**src/rtl/clk_div_multi.sv**
```systemverilog
// Multi-channel programmable clock divider: each channel divides CLK by a latched
// ratio and bypasses CLK while idle or when the requested ratio is below 2.
module clk_div_multi #(
    parameter int NUM_CH = 2,
    parameter int WIDTH  = 8
) (
    input  logic                    CLK,
    input  logic                    RST,
    input  logic [NUM_CH-1:0]       i_en,
    input  logic [NUM_CH*WIDTH-1:0] i_ratio,
    output logic [NUM_CH-1:0]       o_div_clk,
    output logic [NUM_CH-1:0]       o_tick,
    output logic [NUM_CH-1:0]       o_upd,
    output logic [NUM_CH-1:0]       o_run
);

    typedef enum logic {
        IDLE = 1'b0,
        RUN  = 1'b1
    } state_t;

    for (genvar g = 0; g < NUM_CH; g++) begin : g_ch
        state_t           state_q, state_d;
        logic [WIDTH-1:0] cnt_q, cnt_d;
        logic [WIDTH-1:0] ratio_q, ratio_d;
        logic             out_q, out_d;
        logic             tick_q, tick_d;
        logic             upd_q, upd_d;
        logic [WIDTH-1:0] ratio_in;
        logic [WIDTH-1:0] half;
        logic             go;
        logic             wrap;
        logic             run_c;
        logic             div_c;

        always_ff @(posedge CLK or negedge RST) begin
            if (!RST) begin
                state_q <= IDLE;
                cnt_q   <= '0;
                ratio_q <= '0;
                out_q   <= 1'b0;
                tick_q  <= 1'b0;
                upd_q   <= 1'b0;
            end else begin
                state_q <= state_d;
                cnt_q   <= cnt_d;
                ratio_q <= ratio_d;
                out_q   <= out_d;
                tick_q  <= tick_d;
                upd_q   <= upd_d;
            end
        end

        always_comb begin
            ratio_in = i_ratio[g*WIDTH +: WIDTH];
            go       = i_en[g] && (ratio_in >= WIDTH'(2));
            // ceil(ratio/2) without widening: ratio_q >> 1 plus the dropped LSB
            half     = (ratio_q >> 1) + WIDTH'(ratio_q[0]);
            wrap     = (cnt_q == ratio_q - WIDTH'(1));

            state_d = state_q;
            cnt_d   = cnt_q;
            ratio_d = ratio_q;
            out_d   = out_q;
            tick_d  = 1'b0;
            upd_d   = 1'b0;

            case (state_q)
                IDLE: begin
                    cnt_d = '0;
                    out_d = 1'b0;
                    if (go) begin
                        state_d = RUN;
                        ratio_d = ratio_in;
                        tick_d  = 1'b1;
                        upd_d   = 1'b1;
                    end
                end
                RUN: begin
                    if (wrap) begin
                        cnt_d  = '0;
                        out_d  = 1'b0;
                        tick_d = 1'b1;
                        if (go) begin
                            ratio_d = ratio_in;
                            upd_d   = (ratio_in != ratio_q);
                        end else begin
                            state_d = IDLE;
                        end
                    end else begin
                        cnt_d = cnt_q + WIDTH'(1);
                        out_d = (cnt_d >= half);
                    end
                end
                default: state_d = IDLE;
            endcase
        end

        always_comb begin
            run_c = (state_q == RUN);
            div_c = run_c ? out_q : CLK;
        end

        assign o_run[g]     = run_c;
        assign o_div_clk[g] = div_c;
        assign o_tick[g]    = tick_q;
        assign o_upd[g]     = upd_q;
    end

endmodule

```
**config.mk**
```make
export PLATFORM = sky130hd
export DESIGN_NAME = clk_div_multi
export DESIGN_NICKNAME = d
export VERILOG_FILES = /design/src/rtl/clk_div_multi.sv
export SDC_FILE = /design/constraint.sdc
export NUM_CORES = 1
export LEC_CHECK = 0
export CORE_MARGIN = 2
export CORE_UTILIZATION = 50
export CTS_BUF_LIST = sky130_fd_sc_hd__clkbuf_4 sky130_fd_sc_hd__clkbuf_8 sky130_fd_sc_hd__clkbuf_16
export CTS_CLUSTER_DIAMETER = 40
export CTS_CLUSTER_SIZE = 20
export DETAILED_ROUTE_END_ITERATION = 16
export PLACE_DENSITY = 0.71
export SKIP_CTS_REPAIR_TIMING = 1
export SYNTH_ARGS = -nofsm -noshare
export SYNTH_HDL_FRONTEND = slang
export SYNTH_SLANG_ARGS = --single-unit
```
**constraint.sdc**
```tcl
create_clock -name CLK -period 2.97 [get_ports CLK]
set_clock_uncertainty 0.1 [all_clocks]
set_input_delay 0.891 -clock CLK [delete_from_list [all_inputs] [get_ports CLK]]
set_output_delay 0.891 -clock CLK [all_outputs]
set_load 0.02 [all_outputs]
```
Word-level counts from Yosys, hierarchy flattened
Index checks and enable logic that the tools add are counted.
{"block": "totals", "regBits": 40, "in_bits": 20, "out_inout_bits": 8}
{"block": "op_classes", "addsub": 6, "n_lt_le_gt_ge": 4, "n_eq_ne": 6, "mux": 32, "n_bitwise": 2, "reduce_logical": 2}
{"cell": "$pmux 8 s2", "count": 4}
{"cell": "$mux 8", "count": 6}
{"cell": "$add 7x1->8", "count": 2}
{"cell": "$add 8x1->8 const B", "count": 2}
{"cell": "$eq 8x8->1", "count": 2}
{"cell": "$ge 8x2->1 const B", "count": 2}
{"cell": "$ge 8x8->1", "count": 2}
{"cell": "$ne 8x8->1", "count": 2}
{"cell": "$pmux 1 s2", "count": 8}
{"cell": "$sub 8x1->8 const B", "count": 2}
{"cell": "$mux 1", "count": 14}
{"cell": "$ne 2x1->1 const B", "count": 2}
{"cell": "$logic_and 1x1->1", "count": 2}
{"cell": "$not 1->1", "count": 2}

Longest topological paths before layout
Gate-level depths: netlist (run 1).
{"block": "logic_depth", "depth_word": 5, "ltp_mapped": 10, "mapped_depth_nobuf": 10}

==> flow_summary.yaml, run 1 <==
run_status:
  status: "finished, violations left"
  violations: "setup timing"
floorplan:
  std_cell_rows: 28
  ios: 28
  dieWidth_um: 82.5
  dieArea_um2: 6810
  dieHeight_um: 82.5
  start_util_pct: 51.8
  core-area_um2: 5960
synth:
  syn_nets: 360
  synth.top_cell.area_share_pct: 32.5
  ys_ff_latch: 40
  synth_area_leaders: "dfrtp_1 32%, ha_1 9.7%, xnor2_1 8.8%, xor2_1 7.4%, mux2_4 3.9%"
  yosys.area.top_type: "dfrtp_1"
  synth_flop_cell: "dfrtp_1"
  syn_inst: 316
  synth_edf_count: 0
  yosysWarnings: 0
  syn_area_um2: 3080
  yosysSeqAreaShare_pct: 32.5
  synth_area_per_cell_um2: 9.76
  synth-async-reset-ratio_pct: 100
  synth_cell_types: 47
timing:
  hold_viol_final: 0
  maxSlewViolCount: 0
  relSlewSlack_pct: 56.8
  worstMarginPinSlew_ns: 0.649
  rsz0062_at_grt: "yes"
  setup_slack_ns: -0.112
  holdWs_ns: 0.416
  setup_viol: 2
routing:
  wl_met3_um: 179
  wl_met1_um: 2700
  vias: 2312
  routed.top_layer: "met4"
  met2_length_um: 3200
  drtIter0Drc: 94
  post_drt_wl_per_cell_um: 14.6
  via_per_inst: 5.49
  ant_nets: 0
  firstDrtPassIters: 4
  drc: 0
  wirelength_um: 6140
worst_setup_path:
  cp-start-kind: "clock port"
  cp.arrival_ns: 2.09
  r2r_slack_ns: 0.40
  cp.required_ns: 1.98
  crit_path_end_kind: "output port"
  crit_path_max_incr_delay_ns: 0.26
  reg2regPathDepth: 7
  r2r-end: "g_ch[0].ratio_q[4]"
  crit_path_top_delay_cell: "mux2_2"
  path_class: "clk -> out"
  crit_fanout: 2
  r2r_start: "g_ch[0].ratio_q[0]"
  crit_path_cell_trace: "buf_8 -> clkbuf_8 -> mux2_2 -> buf_6"
grt:
  grt_pass1_vias: 2303
  grt_pass1_wl_um: 10400
  antenna_found_initial: 0
  grt_overflow: 0
  grt_max_degree: 29
  grt_util_all_layers_pct: 20.2
clock_tree:
  clkTransAtPathRegs_ns: 0.08
  cts_tree: "yes"
  clk_latency_ns: 0.40
layout:
  mostFrequentLayoutCells: "40 x dfrtp_1, 31 x xnor2_1, 26 x xor2_1"
  fin_nets: 389
  ff_latch_area_um2: 1000
  multiInputGateArea_um2: 1910
  n_fill_cell: 515
  layout_commonest_cell: "dfrtp_1"
  finalNonFillerCells: 421
  drive_gt1_share_pct: 17.9
  diodes: 0
  utilization_pct: 61.0
  syn_to_final_growth_pct: 17.8
hold_path:
  min_path_type: "in -> async"
placed_design:
  dpl.hpwl_um: 4680
  port_buffers: 27
  finalWeightedCongestion: 0.812
  placedCellCount: 409
power_and_ir_drop:
  power.density_nw_per_um2: 707
  peakVddDrop_mv: 0.390
  leakage_nw: 1.62
job:
  cap_violations: 0
==> cell families after synthesis <==
logic type / synth area share (%)
multiplexers: 7.55
XOR/XNOR: 16.2
AND/OR/NAND/NOR: 19.4
AO/OA/AOI/OAI: 8.97
flip-flops: 32.5
buffers and inverters: 5.68
adder cells (fa/ha/maj): 9.74
==> power breakdown <==
part           leakage (nW)  internal, mW  switching [mW]
clock network         0.115         0.406           0.238
logic                  1.01         0.580           0.455
registers             0.504         0.660           0.230
total                  1.62          1.65           0.924
==> layer usage <==
| layer | vias to the layer above | global-route usage, % |
|---|---|---|
| met1 | 1117 | 23.4 |
| met5 | - | 0 |
| li1 | 1157 | - |
| met2 | 32 | 36.0 |
| met4 | 0 | 6.72 |
| met3 | 6 | 5.22 |
==> flip-flops by register name, summed over array words and instances, names as in the netlist <==
name	cells
g_ch.cnt_q	16
g_ch.upd_q	2
g_ch.run_c	2
g_ch.out_q	2
g_ch.tick_q	2
g_ch.ratio_q	16
==> synth_stat cells (all sizes together), types with 2 or more instances <==
cell type	instances
and2	2
buf	12
nor3b	8
xor2	26
nand4	7
or4	3
or3b	2
ha	24
inv	6
o2111ai	2
a21o	6
o41ai	2
a31oi	3
o31ai	2
nor3	10
o21ai	5
nor2	15
and3	6
nand2b	8
o21a	3
nor2b	9
nand2	12
nand3	13
nor4	6
xnor2	31
dfrtp	40
mux2	18
nand3b	2
a21oi	7
clkbuf	17
==> worst max-delay path, delay by kind of cell <==
kind	cells	cell delay, ns
buf+inv	3	0.35
mux	1	0.26
==> cell type report <==
class	instances	area share (%)
Timing Repair Buffer	45	11.2
Tap cell	75	2.58
Clock buffer	12	4.31
Clock inverter	2	0.965
Inverter	7	0.723
Multi-Input combinational cell	240	52.6
Sequential cell	40	27.6
==> stage by stage <==
| step | setup TNS [ns] | total power [mW] | setup WS, ns | instance area, um2 |
|---|---|---|---|---|
| 6_report | -0.216 | 2.57 | -0.112 | 3630 |
| 5_1_grt | -0.244 | 2.78 | -0.123 | 3630 |
| 4_1_cts | -1.07 | 2.58 | -0.543 | 3620 |
| 3_5_place_dp | -3.86 | 1.98 | -0.269 | 3460 |
| 3_3_place_gp | -3.11 | 1.94 | -0.269 | 3460 |
| 2_1_floorplan | 0 | 1.72 | 0.104 | 3080 |
==> worst max path at each step <==
stage / start / end / slack (ns) / cells past startpoint
2_1_floorplan: CLK / o_div_clk[0] / 0.10 / 2
3_3_place_gp: CLK / o_div_clk[1] / -0.27 / 2
3_5_place_dp: CLK / o_div_clk[1] / -0.27 / 2
4_1_cts: CLK / o_div_clk[0] / -0.54 / 4
5_1_grt: CLK / o_div_clk[0] / -0.12 / 4
6_report: CLK / o_div_clk[1] / -0.11 / 4
Note: power is estimated with default switching activity, not from simulation.
==> run 2: changes to the inputs <==
CORE_ASPECT_RATIO = 1.4   (was default)
SKIP_LAST_GASP = 1   (was default)
==> flow_summary.yaml, run 2 (same netlist as run 1, synthesis figures left out) <==
timing:
  relSlewSlack_pct: 41.3
  setup_slack_ns: -0.109
  rsz0062_at_grt: "yes"
  setup_viol: 2
  hold_viol_final: 0
  maxSlewViolCount: 0
  worstMarginPinSlew_ns: 0.881
power_and_ir_drop:
  power.density_nw_per_um2: 722
  peakVddDrop_mv: 0.304
  leakage_nw: 1.62
  power_mw: 2.62
placed_design:
  pre_cts_slack_ns: -0.291
  port_buffers: 27
  dpl.hpwl_um: 4780
  finalWeightedCongestion: 0.861
routing:
  firstDrtPassIters: 4
  drc: 0
  vias: 2346
  via_per_inst: 5.69
  wirelength_um: 6460
  drtIter0Drc: 131
  post_drt_wl_per_cell_um: 15.7
  ant_nets: 0
hold_path:
  min_path_type: "reg -> reg"
grt:
  grt_overflow: 0
  grt_max_degree: 41
  antenna_found_initial: 0
  grt_pass1_vias: 2458
  grt_util_all_layers_pct: 20.6
  grt_pass1_wl_um: 11200
layout:
  fin_nets: 385
  mostFrequentLayoutCells: "40 x dfrtp_1, 31 x xnor2_1, 26 x xor2_1"
  n_fill_cell: 506
  syn_to_final_growth_pct: 17.7
  layout_commonest_cell: "dfrtp_1"
  drive_gt1_share_pct: 17.3
  reg_top3: "g_ch.cnt_q: 16 flops, g_ch.ratio_q: 16 flops"
  diodes: 0
worst_setup_path:
  reg2regPathDepth: 7
  r2r_start: "g_ch[0].ratio_q[0]"
  path_class: "clk -> out"
  cp.arrival_ns: 2.09
  crit_fanout: 2
  cp.required_ns: 1.98
  r2r-end: "g_ch[0].ratio_q[2]"
  crit_path_end_kind: "output port"
  crit_start: "CLK"
  r2r_slack_ns: 0.34
  cp-endpoint: "o_div_clk[0]"
  cp-start-kind: "clock port"
clock_tree:
  clk_latency_ns: 0.41
  cts_tree: "yes"
  clkTransAtPathRegs_ns: 0.08
floorplan:
  std_cell_rows: 33
  ios: 28
  dieWidth_um: 70.4
  core-area_um2: 5900
  start_util_pct: 52.2
  dieHeight_um: 96.9
  dieArea_um2: 6820
run_status:
  status: "finished, violations left"
  violations: "setup timing"
job:
  cap_violations: 0
[run 2: per-stage QoR]
| step | cell area, um2 | setup TNS (ns) | util, % | hold slack, ns | cells |
|---|---|---|---|---|---|
| after floorplan | 3080 | 0 | - | 0.410 | 316 |
| after global placement | 3430 | -3.32 | 58.1 | 0.446 | 400 |
| after detailed placement | 3430 | -3.76 | 58.1 | 0.474 | 400 |
| after CTS | 3610 | -1.06 | 61.1 | 0.488 | 412 |
| after global routing | 3630 | -0.233 | 61.5 | 0.516 | 412 |
| final | 3630 | -0.215 | 61.5 | 0.478 | 412 |
[run 2: power by group]
group / total, mW / internal [mW] / switching [mW] / leakage [nW]
Clock: 0.691 / 0.433 / 0.258 / 0.122
Combinational: 1.04 / 0.575 / 0.465 / 0.996
Sequential: 0.891 / 0.660 / 0.231 / 0.504
[run 2: cell type report]
type | count | area [um2] | area share, %
well taps | 70 | 87.6 | 2.41
multi-input cells | 240 | 1920 | 53.0
clock inverters | 2 | 38.8 | 1.07
inverters | 7 | 26.3 | 0.724
clock buffers | 12 | 164 | 4.51
repair buffers | 41 | 390 | 10.8
flip-flops and latches | 40 | 1000 | 27.6
[run 2: worst min-delay path by stage]
stage / slack, ns / from / depth (start not counted) / to
6_report: 0.48 / g_ch[0].cnt_q[0] / 1 / g_ch[0].cnt_q[0]
2_1_floorplan: 0.41 / g_ch[0].cnt_q[0] / 1 / g_ch[0].cnt_q[0]
3_5_place_dp: 0.47 / g_ch[0].cnt_q[0] / 1 / g_ch[0].cnt_q[0]
5_1_grt: 0.52 / g_ch[0].cnt_q[0] / 1 / g_ch[0].cnt_q[0]
4_1_cts: 0.49 / g_ch[0].cnt_q[0] / 1 / g_ch[0].cnt_q[0]
3_3_place_gp: 0.45 / g_ch[0].cnt_q[0] / 1 / g_ch[0].cnt_q[0]
[run 2: worst max-delay path, cell delays in order]
cell and delay [ns]:
buf_8 0.10, buf_8 0.10, mux2_4 0.26, buf_6 0.13
[run 2: metal layers]
| layer | vias up | wire length (um) | share of wire, % | track usage (%) |
|---|---|---|---|---|
| li1 | 1143 | - | - | - |
| met1 | 1137 | 2470 | 38 | 21.5 |
| met2 | 51 | 3620 | 56 | 38.5 |
| met3 | 15 | 232 | 3.6 | 4.79 |
| met4 | 0 | 146 | 2.3 | 8.88 |
| met5 | - | 0 | 0 | 0 |
==> run 3: changes to the inputs <==
SLEW_MARGIN = 40   (was default)
==> flow_summary.yaml, run 3 (same netlist as run 1, synthesis figures left out) <==
routing:
  vias: 2312
  drc: 0
  via_per_inst: 5.61
  ant_nets: 0
  post_drt_wl_per_cell_um: 15.5
  drtIter0Drc: 116
  wirelength_um: 6400
  firstDrtPassIters: 4
timing:
  setup_slack_ns: -0.110
  relSlewSlack_pct: 66.2
  tns_ns: -0.214
  maxSlewViolCount: 0
  rsz0062_at_grt: "yes"
  setup_viol: 2
  hold_viol_final: 0
  worstMarginPinSlew_ns: 0.507
worst_setup_path:
  crit_path_end_kind: "output port"
  cp-start-kind: "clock port"
  cp.arrival_ns: 2.09
  crit_fanout: 2
  path_class: "clk -> out"
  cp.required_ns: 1.98
layout:
  mostFrequentLayoutCells: "40 x dfrtp_1, 31 x xnor2_1, 26 x xor2_1"
  utilization_pct: 61.4
  drive_gt1_share_pct: 17.0
  multiInputGateArea_um2: 1920
  finalNonFillerCells: 412
  layout_commonest_cell: "dfrtp_1"
  fin_nets: 385
  syn_to_final_growth_pct: 17.6
  n_fill_cell: 498
  reg_top3: "g_ch.cnt_q: 16 flops, g_ch.ratio_q: 16 flops"
  ff_latch_area_um2: 1000
  diodes: 0
floorplan:
  dieHeight_um: 96.9
  ios: 28
  core-area_um2: 5900
  dieArea_um2: 6820
  dieWidth_um: 70.4
  start_util_pct: 52.2
  std_cell_rows: 33
grt:
  grt_max_degree: 41
  grt_util_all_layers_pct: 20.6
  grt_pass1_wl_um: 11200
  grt_pass1_vias: 2431
  antenna_found_initial: 0
  grt_overflow: 0
power_and_ir_drop:
  leakage_nw: 1.62
  peakVddDrop_mv: 0.301
  power_mw: 2.62
  power.density_nw_per_um2: 723
placed_design:
  finalWeightedCongestion: 0.861
  placedCellCount: 400
  dpl.hpwl_um: 4770
  pre_cts_slack_ns: -0.292
  port_buffers: 27
run_status:
  status: "finished, violations left"
  violations: "setup timing"
clock_tree:
  cts_tree: "yes"
  clkTransAtPathRegs_ns: 0.08
  clk_latency_ns: 0.40
job:
  cap_violations: 0
hold_path:
  min_path_type: "in -> async"
## run 3: cell counts in the layout (fill, tap and decap cells not counted)
Identical to the previous run, type by type.
## run 3: worst max-delay path, stage by stage
cell    delay, ns
buf_8        0.10
buf_8        0.10
mux2_4       0.26
buf_6        0.13
## run 3: path summary, 6_finish.rpt
check,cells past startpoint,to,startpoint,slack [ns]
max,4,o_div_clk[0],CLK,-0.11
min,1,g_ch[1].cnt_q[2],RST,0.35
max reg2reg,7,g_ch[0].ratio_q[2],g_ch[0].ratio_q[1],0.31
min reg2reg,1,g_ch[0].cnt_q[0],g_ch[0].cnt_q[0],0.47
max in group asynchronous,1,g_ch[1].ratio_q[1],RST,2.06
min in group CLK,1,g_ch[0].cnt_q[0],g_ch[0].cnt_q[0],0.47
## run 3: final cells by class
class | instances | share of cell area (%)
clock buffers | 12 | 4.52
clock inverters | 2 | 1.07
inverters | 7 | 0.725
multi-input cells | 240 | 52.8
flip-flops and latches | 40 | 27.6
well taps | 70 | 2.42
repair buffers | 41 | 10.8
## run 3: routing by layer
metal	track usage, %	share of wire [%]	up-vias
li1	-	-	1140
met1	22.0	40	1116
met2	37.2	55	45
met3	5.31	2.8	11
met4	9.02	1.8	0
met5	0	0	-
## run 3: stage by stage
step,hold WS [ns],area (um2)
4_1_cts,0.367,3610
5_1_grt,0.394,3630
3_3_place_gp,0.446,3430
3_5_place_dp,0.466,3440
6_report,0.352,3630
2_1_floorplan,0.410,3080
## run 3: power by group
part,switching [mW],leakage (nW),internal [mW],total [mW]
clock,0.257,0.122,0.434,0.691
combinational,0.462,0.994,0.576,1.04
sequential,0.233,0.504,0.659,0.892
total,0.952,1.62,1.67,2.62
